## config.mk

```make
export PLATFORM = sky130hd
export DESIGN_NAME = pmci_vdm_tx_seq
export DESIGN_NICKNAME = d
export VERILOG_FILES = /design/src/rtl/pmci_vdm_tx_seq.sv
export SDC_FILE = /design/constraint.sdc
export NUM_CORES = 1
export LEC_CHECK = 0
export BUFFER_PORTS_ARGS = -buffer_cell sky130_fd_sc_hd__buf_4
export CAP_MARGIN = 20
export CELL_PAD_IN_SITES_DETAIL_PLACEMENT = 0
export CELL_PAD_IN_SITES_GLOBAL_PLACEMENT = 1
export CORE_MARGIN = 3
export CORE_UTILIZATION = 37
export CTS_CLUSTER_DIAMETER = 100
export CTS_CLUSTER_SIZE = 20
export DETAILED_ROUTE_END_ITERATION = 7
export PLACE_DENSITY_LB_ADDON = 0.1
export SYNTH_ARGS = -nofsm -noshare
export SYNTH_HDL_FRONTEND = slang
export SYNTH_SLANG_ARGS = --single-unit
```

## constraint.sdc

```tcl
create_clock -name clk -period 4.21 [get_ports clk]
set_input_delay 0.842 -clock clk [delete_from_list [all_inputs] [get_ports clk]]
set_output_delay 0.842 -clock clk [all_outputs]
set_load 0.01 [all_outputs]
```

## src/rtl/pmci_vdm_tx_seq.sv

```systemverilog
// PMCI VDM transmit sequencer: polls the flow-control register, streams packet
// dwords into the TX data register, then launches or flushes the VDM buffer.
module pmci_vdm_tx_seq #(
  parameter logic [31:0] FCR_ADDR  = 32'h42000,
  parameter logic [31:0] TXDR_ADDR = 32'h42008,
  parameter int unsigned MIN_DW    = 4,
  parameter int unsigned MAX_DW    = 16,
  parameter int unsigned POLL_MAX  = 1023
) (
  input  logic        clk,
  input  logic        rst,
  input  logic        pkt_valid,
  output logic        pkt_ready,
  input  logic [31:0] pkt_data,
  input  logic        pkt_sop,
  input  logic        pkt_eop,
  output logic        csr_req,
  output logic        csr_wr,
  output logic [31:0] csr_addr,
  output logic [31:0] csr_wdata,
  input  logic        csr_ack,
  input  logic [31:0] csr_rdata,
  output logic        busy,
  output logic        done,
  output logic        err_len,
  output logic        err_tmo,
  output logic [15:0] sent_cnt
);

  localparam int PW = (POLL_MAX < 2) ? 1 : $clog2(POLL_MAX + 1);
  localparam logic [PW-1:0] POLL_LIMIT = PW'(POLL_MAX);
  localparam logic [7:0]    MIN_C      = 8'(MIN_DW);
  localparam logic [7:0]    MAX_C      = 8'(MAX_DW);

  typedef enum logic [2:0] {IDLE, POLL, DATA, LAUNCH, ABORT, DRAIN} state_t;
  typedef enum logic [1:0] {PEND_NONE, PEND_LAUNCH, PEND_ERR} pend_t;

  state_t        state_q, state_d;
  pend_t         pend_q, pend_d;
  logic          csr_req_q, csr_req_d;
  logic          csr_wr_q, csr_wr_d;
  logic [31:0]   csr_addr_q, csr_addr_d;
  logic [31:0]   csr_wdata_q, csr_wdata_d;
  logic [7:0]    dw_cnt_q, dw_cnt_d;
  logic [PW-1:0] poll_cnt_q, poll_cnt_d;
  logic [15:0]   sent_cnt_q, sent_cnt_d;
  logic          err_eop_q, err_eop_d;
  logic          done_q, done_d;
  logic          err_len_q, err_len_d;
  logic          err_tmo_q, err_tmo_d;
  logic          ready_c;
  logic          ack_hit;
  logic [7:0]    cnt_inc;
  logic [PW-1:0] poll_inc;
  logic          unused_rdata;

  // Acks are only meaningful against an access we actually have in flight.
  assign ack_hit      = csr_req_q & csr_ack;
  assign cnt_inc      = dw_cnt_q + 8'd1;
  assign poll_inc     = poll_cnt_q + 1'b1;
  assign unused_rdata = ^csr_rdata[31:1];

  always_ff @(posedge clk) begin
    if (rst) begin
      state_q     <= IDLE;
      pend_q      <= PEND_NONE;
      csr_req_q   <= 1'b0;
      csr_wr_q    <= 1'b0;
      csr_addr_q  <= '0;
      csr_wdata_q <= '0;
      dw_cnt_q    <= '0;
      poll_cnt_q  <= '0;
      sent_cnt_q  <= '0;
      err_eop_q   <= 1'b0;
      done_q      <= 1'b0;
      err_len_q   <= 1'b0;
      err_tmo_q   <= 1'b0;
    end else begin
      state_q     <= state_d;
      pend_q      <= pend_d;
      csr_req_q   <= csr_req_d;
      csr_wr_q    <= csr_wr_d;
      csr_addr_q  <= csr_addr_d;
      csr_wdata_q <= csr_wdata_d;
      dw_cnt_q    <= dw_cnt_d;
      poll_cnt_q  <= poll_cnt_d;
      sent_cnt_q  <= sent_cnt_d;
      err_eop_q   <= err_eop_d;
      done_q      <= done_d;
      err_len_q   <= err_len_d;
      err_tmo_q   <= err_tmo_d;
    end
  end

  always_comb begin
    state_d     = state_q;
    pend_d      = pend_q;
    csr_req_d   = csr_req_q;
    csr_wr_d    = csr_wr_q;
    csr_addr_d  = csr_addr_q;
    csr_wdata_d = csr_wdata_q;
    dw_cnt_d    = dw_cnt_q;
    poll_cnt_d  = poll_cnt_q;
    sent_cnt_d  = sent_cnt_q;
    err_eop_d   = err_eop_q;
    done_d      = 1'b0;
    err_len_d   = 1'b0;
    err_tmo_d   = 1'b0;
    ready_c     = 1'b0;

    unique case (state_q)
      IDLE: begin
        // A stray non-sop word is swallowed; an sop word waits for the poll.
        ready_c = pkt_valid & ~pkt_sop;
        if (pkt_valid && pkt_sop) begin
          state_d     = POLL;
          dw_cnt_d    = '0;
          poll_cnt_d  = '0;
          pend_d      = PEND_NONE;
          err_eop_d   = 1'b0;
          csr_req_d   = 1'b1;
          csr_wr_d    = 1'b0;
          csr_addr_d  = FCR_ADDR;
          csr_wdata_d = '0;
        end
      end

      POLL: begin
        if (ack_hit) begin
          poll_cnt_d = poll_inc;
          if (csr_rdata[0]) begin
            state_d   = DATA;
            csr_req_d = 1'b0;
          end else if (poll_inc == POLL_LIMIT) begin
            state_d   = DRAIN;
            csr_req_d = 1'b0;
            err_tmo_d = 1'b1;
          end
        end
      end

      DATA: begin
        ready_c = ~csr_req_q;
        if (pkt_valid && !csr_req_q) begin
          csr_req_d   = 1'b1;
          csr_wr_d    = 1'b1;
          csr_addr_d  = TXDR_ADDR;
          csr_wdata_d = pkt_data;
          dw_cnt_d    = cnt_inc;
          err_eop_d   = pkt_eop;
          if ((pkt_sop && dw_cnt_q != 8'd0) || (pkt_eop && cnt_inc < MIN_C) ||
              (!pkt_eop && cnt_inc == MAX_C)) begin
            pend_d = PEND_ERR;
          end else if (pkt_eop) begin
            pend_d = PEND_LAUNCH;
          end else begin
            pend_d = PEND_NONE;
          end
        end else if (ack_hit) begin
          csr_req_d = 1'b0;
          pend_d    = PEND_NONE;
          // The follow-on FCR write is issued back-to-back with the last data ack.
          if (pend_q == PEND_LAUNCH) begin
            state_d     = LAUNCH;
            csr_req_d   = 1'b1;
            csr_wr_d    = 1'b1;
            csr_addr_d  = FCR_ADDR;
            csr_wdata_d = {16'h0, dw_cnt_q, 7'h0, 1'b1};
          end else if (pend_q == PEND_ERR) begin
            state_d     = ABORT;
            err_len_d   = 1'b1;
            csr_req_d   = 1'b1;
            csr_wr_d    = 1'b1;
            csr_addr_d  = FCR_ADDR;
            csr_wdata_d = 32'h2;
          end
        end
      end

      LAUNCH: begin
        if (ack_hit) begin
          state_d    = IDLE;
          csr_req_d  = 1'b0;
          done_d     = 1'b1;
          sent_cnt_d = sent_cnt_q + 16'd1;
        end
      end

      ABORT: begin
        if (ack_hit) begin
          csr_req_d = 1'b0;
          state_d   = err_eop_q ? IDLE : DRAIN;
        end
      end

      DRAIN: begin
        ready_c = 1'b1;
        if (pkt_valid && pkt_eop) state_d = IDLE;
      end

      default: state_d = IDLE;
    endcase
  end

  assign pkt_ready = ready_c & ~rst;
  assign busy      = (state_q != IDLE) & ~rst;
  assign csr_req   = csr_req_q;
  assign csr_wr    = csr_wr_q;
  assign csr_addr  = csr_addr_q;
  assign csr_wdata = csr_wdata_q;
  assign done      = done_q;
  assign err_len   = err_len_q;
  assign err_tmo   = err_tmo_q;
  assign sent_cnt  = sent_cnt_q;

endmodule

```

==> results summary, run 1 <==
The share of flip-flops with an asynchronous set or reset after synthesis came out at 0%. Subtracting the final worst setup slack from the clock period gives 2.85 ns. The register bit total from synthesis came out at 79. The post-cts repair resize count is 0. Across the run, the number of max-cap violations was 0. The final total negative setup slack came out at 0 ns. The placeable core area came out at 10500 sq um. The number of hold buffers added after CTS was 0. The worst path arrival time came out at 2.01 ns. The die is 111 microns tall.

In the synthesized netlist, the cells that appear most often are dfxtp_1, nor2_1, nand2_1, a21oi_1, nand3_1. The tree is rooted in a clkbuf_8. The critical path is of the reg2out type.

For this run, the number of Yosys warnings is 0. The share of the clock period used by the worst path came out at 67.7%. Once the floorplan was initialized, standard cells occupied 38.8% of the core. The die span in x is 111 microns. Entering global routing, the biggest net connects 44 pins.

The buffer levels on the longest clock path is 2. The via count of the first global-routing pass is 3568. The reported leakage power came out at 1.96 nW. The remaining antenna violation count came out at 0. The full die area came out at 12300 sq um. The layout net count came out at 668. Of all nets on the critical path, the largest fanout is 32.

The global routing usage summed across all routing layers came out at 17.2%. The placed instance count came out at 715. Input and output buffers added on the ports amount to 96.

dfxtp_1 is the most common cell in the netlist. Of the post-synthesis cell area, the dominant cell type holds 38.7%. In this run, flip-flops and latches consume 45.1% of the power. Setup violations remaining at the end of the flow were counted as 0. Counting distinct cell types in the post-synthesis netlist gives 48. Cell internal power was estimated by the tool at 1.22 mW. The total placed instance area came out at 4740 sq um. The aggregate routed wire length is 10800 microns. The deepest level of the CTS H-tree came out at 3.

The peak clock frequency supported by timing is 0.351 GHz. Once layout is complete, the cells apart from fillers number 731. The detailed-placement wirelength estimate came out at 7510 microns. The slowest stage cell on the critical path is dfxtp_1. In this run switching power makes up 34.0% of total power. Setup repair after global routing left no endpoint under its margin.

Relative to the synthesized area, the layout overhead comes to 21.3%. The flow ran to the end, and the final reports show no timing, DRC or antenna violations. The final-report max-slew violation count is 0. The repair_antennas step left the layout with diodes totalling 0. For this design the total switching power over the nets is 628 uW. Clock tree synthesis found a total of 79 sinks. On the worst path, the slowest cell contributes a delay of 1.00 ns. The placer's final routability congestion estimate came out at 0.799. The critical path goes through nor2b_1, o21ai_0, a21oi_1, buf_4. The detailed router placed 3741 vias in this run. TritonCTS built the clock tree. The final non-filler cell area came out at 4950 sq um. Sorting the synthesized cells by area gives the leading types as dfxtp_1, nor2_1, buf_4.

The worst-case clock skew is 0.0202 ns. A synthesized cell averages 7.91 sq um. In this run the worst hold path is classified as reg2reg. The largest vdd supply drop is 0.222 mV. Counting the buffers created by CTS gives 9. The clock transition time at the flip-flop clock pins of the worst setup and hold paths came out at 0.09 ns.

Counting the fill cells in the layout gives 1053. The buffers inserted during post-CTS setup optimization came out at 0. The transition time at the pin with the least slew margin came out at 1.02 ns.

The startpoint type of the worst setup path is a flip-flop. The count of pins on the block boundary is 157. In the final routed layout, each cell accounts on average for 14.8 microns. The proportion of layout cells with a drive suffix above 1 came out at 20.5%. The number of synthesized flops with an enable pin is 0. The power density of the placed cells came out at 373 nW/um^2.

The total buffers and inverters traversed by the critical path came out at 1. The worst setup path is captured at an output pin. The normalized max-slew margin came out at 31.6%. The total grt overflow came out at 0. The mean number of vias per cell came out at 5.12. Sequential elements use 38.7% of the synthesized area. The gate count after technology mapping came out at 516. The first-pass GRT wire length is 17800 microns. The most used flip-flop cell after synthesis is dfxtp_1. The number of rows in the core area came out at 37. The cell taking the most area after synthesis is dfxtp_1. The combinational share of power is 22.0%. The endpoint required time on the critical path is 3.37 ns.

The DRC marker count from the first detailed-route iteration is 190. The total count of hold-check failures in the final report was 0. The fraction of power consumed by the clock network came out at 32.9%. The number of search-and-repair iterations in the first detailed-routing pass is 4. Grouping stages by cell kind, the critical path spends the most delay in flip-flops. The cell area after technology mapping is 4080 sq um. The total DRC errors in the routed layout is 0. The clock latency on the worst-skew pair came out at 0.36 ns.

The number of antenna violations at the first check in global routing came out at 0.
[path summary, 6_finish.rpt]
check        depth (start not counted)  slack [ns]         start      endpoint
min reg2reg                          2        0.45  csr_wdata[1]  csr_wdata[1]
max                                  4        1.36    state_q[1]     pkt_ready
min                                  2        0.45  csr_wdata[1]  csr_wdata[1]
max reg2reg                          6        1.52    state_q[1]    state_q[1]
[layout make-up]
class	count	area (sq um)	share of cell area [%]
clock inverter	7	85.1	1.72
sequential	79	1580	32.0
clock buffer	9	124	2.50
timing repair buffer	99	743	15.0
multi-input combinational	389	2200	44.5
inverter	12	45.0	0.910
tap	136	170	3.44
[flip-flops by register name, summed over array words and instances (netlist names)]
signal / flops
csr_addr: 2
csr_req: 1
csr_wdata: 32
csr_wr: 1
done: 1
dw_cnt_q: 8
err_eop_q: 1
err_len: 1
err_tmo: 1
pend_q: 2
poll_cnt_q: 10
sent_cnt: 16
state_q: 3
[worst register-to-register path, delay by kind of cell, from the launching register on]
kind                   cells  cell delay, ns
flip-flops                 1            1.00
AND/OR/NAND/NOR            2            0.55
buffers and inverters      1            0.38
multiplexers               1            0.37
AO/OA/AOI/OAI              2            0.28
[power by group through the flow]
stage | logic (mW) | registers [mW] | clock network [mW]
finish | 0.407 | 0.832 | 0.607
global route | 0.451 | 0.840 | 0.661
CTS | 0.408 | 0.832 | 0.628
detailed placement | 0.405 | 0.849 | 0
global placement | 0.402 | 0.848 | 0
floorplan | 0.333 | 0.809 | 0
[metrics by stage]
stage / power, mW / setup slack (ns) / hold slack, ns / util [%]
after global placement: 1.25 / 1.51 / 0.444 / 45.1
after floorplan: 1.14 / 1.57 / 0.470 / -
after global routing: 1.95 / 1.15 / 0.486 / 47.1
final: 1.85 / 1.36 / 0.454 / 47.1
after detailed placement: 1.25 / 1.46 / 0.445 / 45.1
after CTS: 1.87 / 1.34 / 0.458 / 47.1
[routing by layer]
metal	track usage (%)	vias up	routed length, microns
met1	22.1	1744	4980
met2	28.8	86	5210
li1	-	1902	-
met5	0	-	0
met3	4.53	9	528
met4	4.38	0	98
[layout by cell type, fill, tap and decap left out, drive strengths merged, types with 7 or more instances in the layout]
cell,synthesis,final
buf,40,99
dfxtp,79,79
nor2,70,70
nand2,45,45
a21oi,38,38
nand3,31,31
conb,1,29
a22oi,28,28
o21ai,16,16
nor3,16,16
inv,12,16
xnor2,14,14
clkbuf,24,9
nor2b,8,8
nand4,8,8
ha,8,8
nand3b,7,7
or3,7,7
[cells by family after synthesis]
family,share of synthesized area (%)
mux,1.59
simple gates,25.4
fa+ha+maj,2.45
flops,38.7
other cells,0.0919
buf+inv,10.0
compound gates,17.6
xor+xnor,4.08
(Power assumes the default switching activity.)
==> inputs of run 2 (changes only) <==
Settings changed: ABC_AREA set to 1, CORE_UTILIZATION 37 to 30.
Clock period 4.21 ns to 2.5 ns, I/O delays scaled along.
==> run 2 against run 1 <==
Critical path depth up 2. Combinational power grew to 3.3 times the previous value. Via count rose by 4.6%. Clock skew shrank 0.012 ns. Hold slack worse by 0.069 ns. Register-to-register slack worse by 0.92 ns. Sequential share of layout area is 1.6 points lower. Die area is 23% higher. Critical path type unchanged.
==> results summary, run 2 <==
The flow ran to the end, and the final reports show no timing, DRC or antenna violations. The DRC marker count from the first detailed-route iteration came to 160 (-16%). The count of pins on the block boundary is 157 (unchanged). The non-filler instance count after layout came to 866 (+18%). The reported leakage power came out at 2.17 nW (+10%). The transition time at the pin with the least slew margin came out at 0.611 ns (-0.413 ns). The post-synthesis share of cell area spent on xor and xnor gates came to 0.641% (-3.4 points).

The post-cts repair resize count came out at 0 (unchanged). The total power of the final layout is 4.35 mW (+140%). The count of cell types in the netlist is 39 (-19%). The final non-filler cell area came out at 5210 sq um (+5.3%).

The peak fanout along the critical path is 6 (-81%). The number of clock sinks came out at 79 (unchanged). The mean number of vias per cell is 4.52 (-12%). The area occupied by multi-input gates came out at 2070 sq um (-5.9%).

The clock transition time at the flip-flop clock pins of the worst setup and hold paths came out at 0.06 ns (-0.03 ns). The total placed instance area came out at 4860 sq um (+2.5%). The post-synthesis share of cell area spent on and, or, nand and nor gates came out at 29.8% (+4.4 points). The clock latency on the worst-skew pair is 0.35 ns (about the same). Clock tree synthesis selected as its root buffer the cell clkbuf_16. The number of antenna diodes came out at 0 (unchanged).

The synthesized design spends more area on one cell type than any other, namely dfxtp_1. The proportion of power drawn by flip-flops and latches is 32.9% (-12 points). The cell-internal power is 2.80 mW (+130%).

The final design utilization is 39.2% (-7.9 points). The placeable core area came to 13300 sq um (+27%). The proportion of layout cells with a drive suffix above 1 came out at 20.9% (+0.37 points). Setup repair after global routing left no endpoint under its margin.

The total DRC errors in the routed layout is 0 (unchanged). The buffer levels on the longest clock path is 2 (unchanged). The switching part of the total is 35.7% (+1.7 points). The setup-violating endpoint count in the final report is 0 (unchanged).

TritonCTS built the clock tree. The pre-CTS setup slack came to 0.435 ns (-1.03 ns). The first-pass GRT wire length is 17700 microns (-0.58%). After layout, the minimum clock period comes to 2.06 ns. The worst path arrival time came out at 1.56 ns (-0.45 ns). The number of buffers created by CTS is 9 (unchanged).

The endpoint required time on the critical path was 2.00 ns (-1.37 ns). The commonest cells after synthesis are nand2_1, dfxtp_1, a21oi_1, inv_1, nor2_1. The fraction of the mapped netlist area in adder cells is 2.44% (-0.012 points). The kind of capture point of the worst setup path is an output pin. The final total negative setup slack came to 0 ns (unchanged). The full die area is 15100 sq um (+23%). The post-synthesis area per instance came out at 6.93 sq um (-12%). The peak clock frequency supported by timing came out at 0.485 GHz. The multiplexer share of the synthesized area came out at 0% (-1.6 points).

The aggregate routed wire length came to 11000 microns (+2.0%). The count of maximum capacitance violations was 0 (unchanged). For this run, the leading register cell type out of synthesis is dfxtp_1. The worst-case clock skew is 0.00802 ns (-0.0121 ns). The number of synthesized flops with an enable pin is 0 (unchanged). The total number of vias came out at 3914 (+4.6%). The final-report max-slew violation count came out at 0 (unchanged). The placed instance count came out at 850 (+19%). The total grt overflow came to 0 (unchanged). The number of rows in the core area is 42 (+14%).

The layout overhead on the synthesized area came out at 27.1%. The global routing usage summed across all routing layers came out at 14.8% (-2.4 points). By area, the combinational part of the netlist is dominated by simple AND/OR/NAND/NOR gates. The buffers inserted during post-CTS setup optimization was 0 (unchanged).

The number of search-and-repair iterations in the first detailed-routing pass came out at 4 (unchanged). The average detailed-routed wire length per instance is 12.7 microns (-14%). The yosys synthesis warning count was 0 (unchanged). The sequential element share of the synthesized area was 38.6% (-0.19 points). The power density of the placed cells came out at 834 nW/um^2 (+120%). The final hold slack came to 0.386 ns (-0.0687 ns).

The deepest level of the CTS H-tree came out at 3 (unchanged). The worst setup slack after layout is 0.437 ns (-0.923 ns). The top cell types in the final layout, fill and taps aside, are nand2_1, buf_4, dfxtp_1. The share of the synthesized area in the top cell type came to 38.6% (-0.19 points). The register bit total from synthesis is 79 (unchanged). In this run the worst hold path is classified as in2reg. The height of the die is 123 microns (+11%). The fraction of power consumed by the clock network is 36.0% (+3.1 points).

The count of port buffers added during placement is 96 (unchanged). The cell area after technology mapping is 4100 sq um (+0.49%). The remaining antenna violation count is 0 (unchanged). The classification of the worst setup path is reg2out. The detailed-placement wirelength estimate came out at 8070 microns (+7.5%). By instance count, the leading cell after synthesis is nand2_1. The count of hold buffers inserted by post-cts repair is 0 (unchanged). The share of flip-flops with an asynchronous set or reset after synthesis is 0% (unchanged). The layout net count came to 763 (+14%).

The total count of hold-check failures in the final report came out at 0 (unchanged). The flip-flop count of the largest register after layout is 32 (unchanged). The largest vdd supply drop is 0.386 mV (+74%). The die span in x is 123 microns (+11%). The normalized max-slew margin is 59.2% (+28 points). The starting density of the core was 30.8% (-8.0 points). The placer's final routability congestion estimate came to 0.828 (+3.7%).

The combinational share of power came to 31.1% (+9.1 points). The library cell used most frequently in the layout, excluding fill and tap cells, is nand2_1. The number of fill cells in the layout is 1439 (+37%). The switching power is 1.55 mW (+150%). By area the synthesized netlist is led by dfxtp_1, nand2_1, a21oi_1.

The startpoint type of the worst setup path is a flip-flop. The share of the clock period used by the worst path came out at 82.5%. The via count of the first global-routing pass is 3657 (+2.5%). The number of antenna violations at the first check in global routing came to 0 (unchanged). The fraction of the mapped netlist area in compound gates came out at 15.0% (-2.6 points). The pin count of the biggest net entering global routing is 56 (+27%).

The gate count after technology mapping is 592 (+15%). The register area is 1580 sq um (unchanged).
==> run 2: final timing paths <==
path	start	end	slack, ns	cells after the start
setup / recovery	state_q[2]	pkt_ready	0.44	6
hold / removal	rst	sent_cnt[15]	0.39	2
setup reg to reg	poll_cnt_q[0]	state_q[2]	0.60	13
hold reg to reg	csr_wdata[26]	csr_wdata[26]	0.46	2
==> run 2: routing by layer <==
layer / track usage, % / routed length [microns] / up-vias
met2: 23.6 / 5140 / 73
li1: - / - / 2039
met5: 0 / 0 / -
met3: 2.88 / 465 / 15
met4: 6.72 / 255 / 0
met1: 19.5 / 5170 / 1787
==> run 2: cell type report <==
type	instances	area share, %
clock inverters	7	2.42
clock buffers	9	4.32
repair buffers	101	14.5
well taps	176	4.23
multi-input cells	434	39.8
inverters	60	4.37
flip-flops and latches	79	30.3
==> run 2: worst max-delay path, stage by stage (launching register included) <==
cell	delay (ns)
dfxtp_1	0.50
nor2_4	0.10
nand2_2	0.15
o21ai_0	0.09
o21ai_0	0.17
inv_1	0.06
buf_4	0.14
==> run 2: power groups by stage <==
stage	Sequential (mW)	Combinational, mW	Clock, mW
floorplan	1.47	1.07	0
global placement	1.46	1.38	0
detailed placement	1.46	1.37	0
CTS	1.43	1.37	1.60
global route	1.45	1.54	1.64
finish	1.43	1.35	1.57
==> run 2: logic make-up after synthesis <==
group | Yosys count
and+or+nand+nor | 279
AOI/OAI and AO/OA | 115
buffers and inverters | 107
DFF | 79
adders and majority gates | 8
xor gates and xnor gates | 3
other | 1
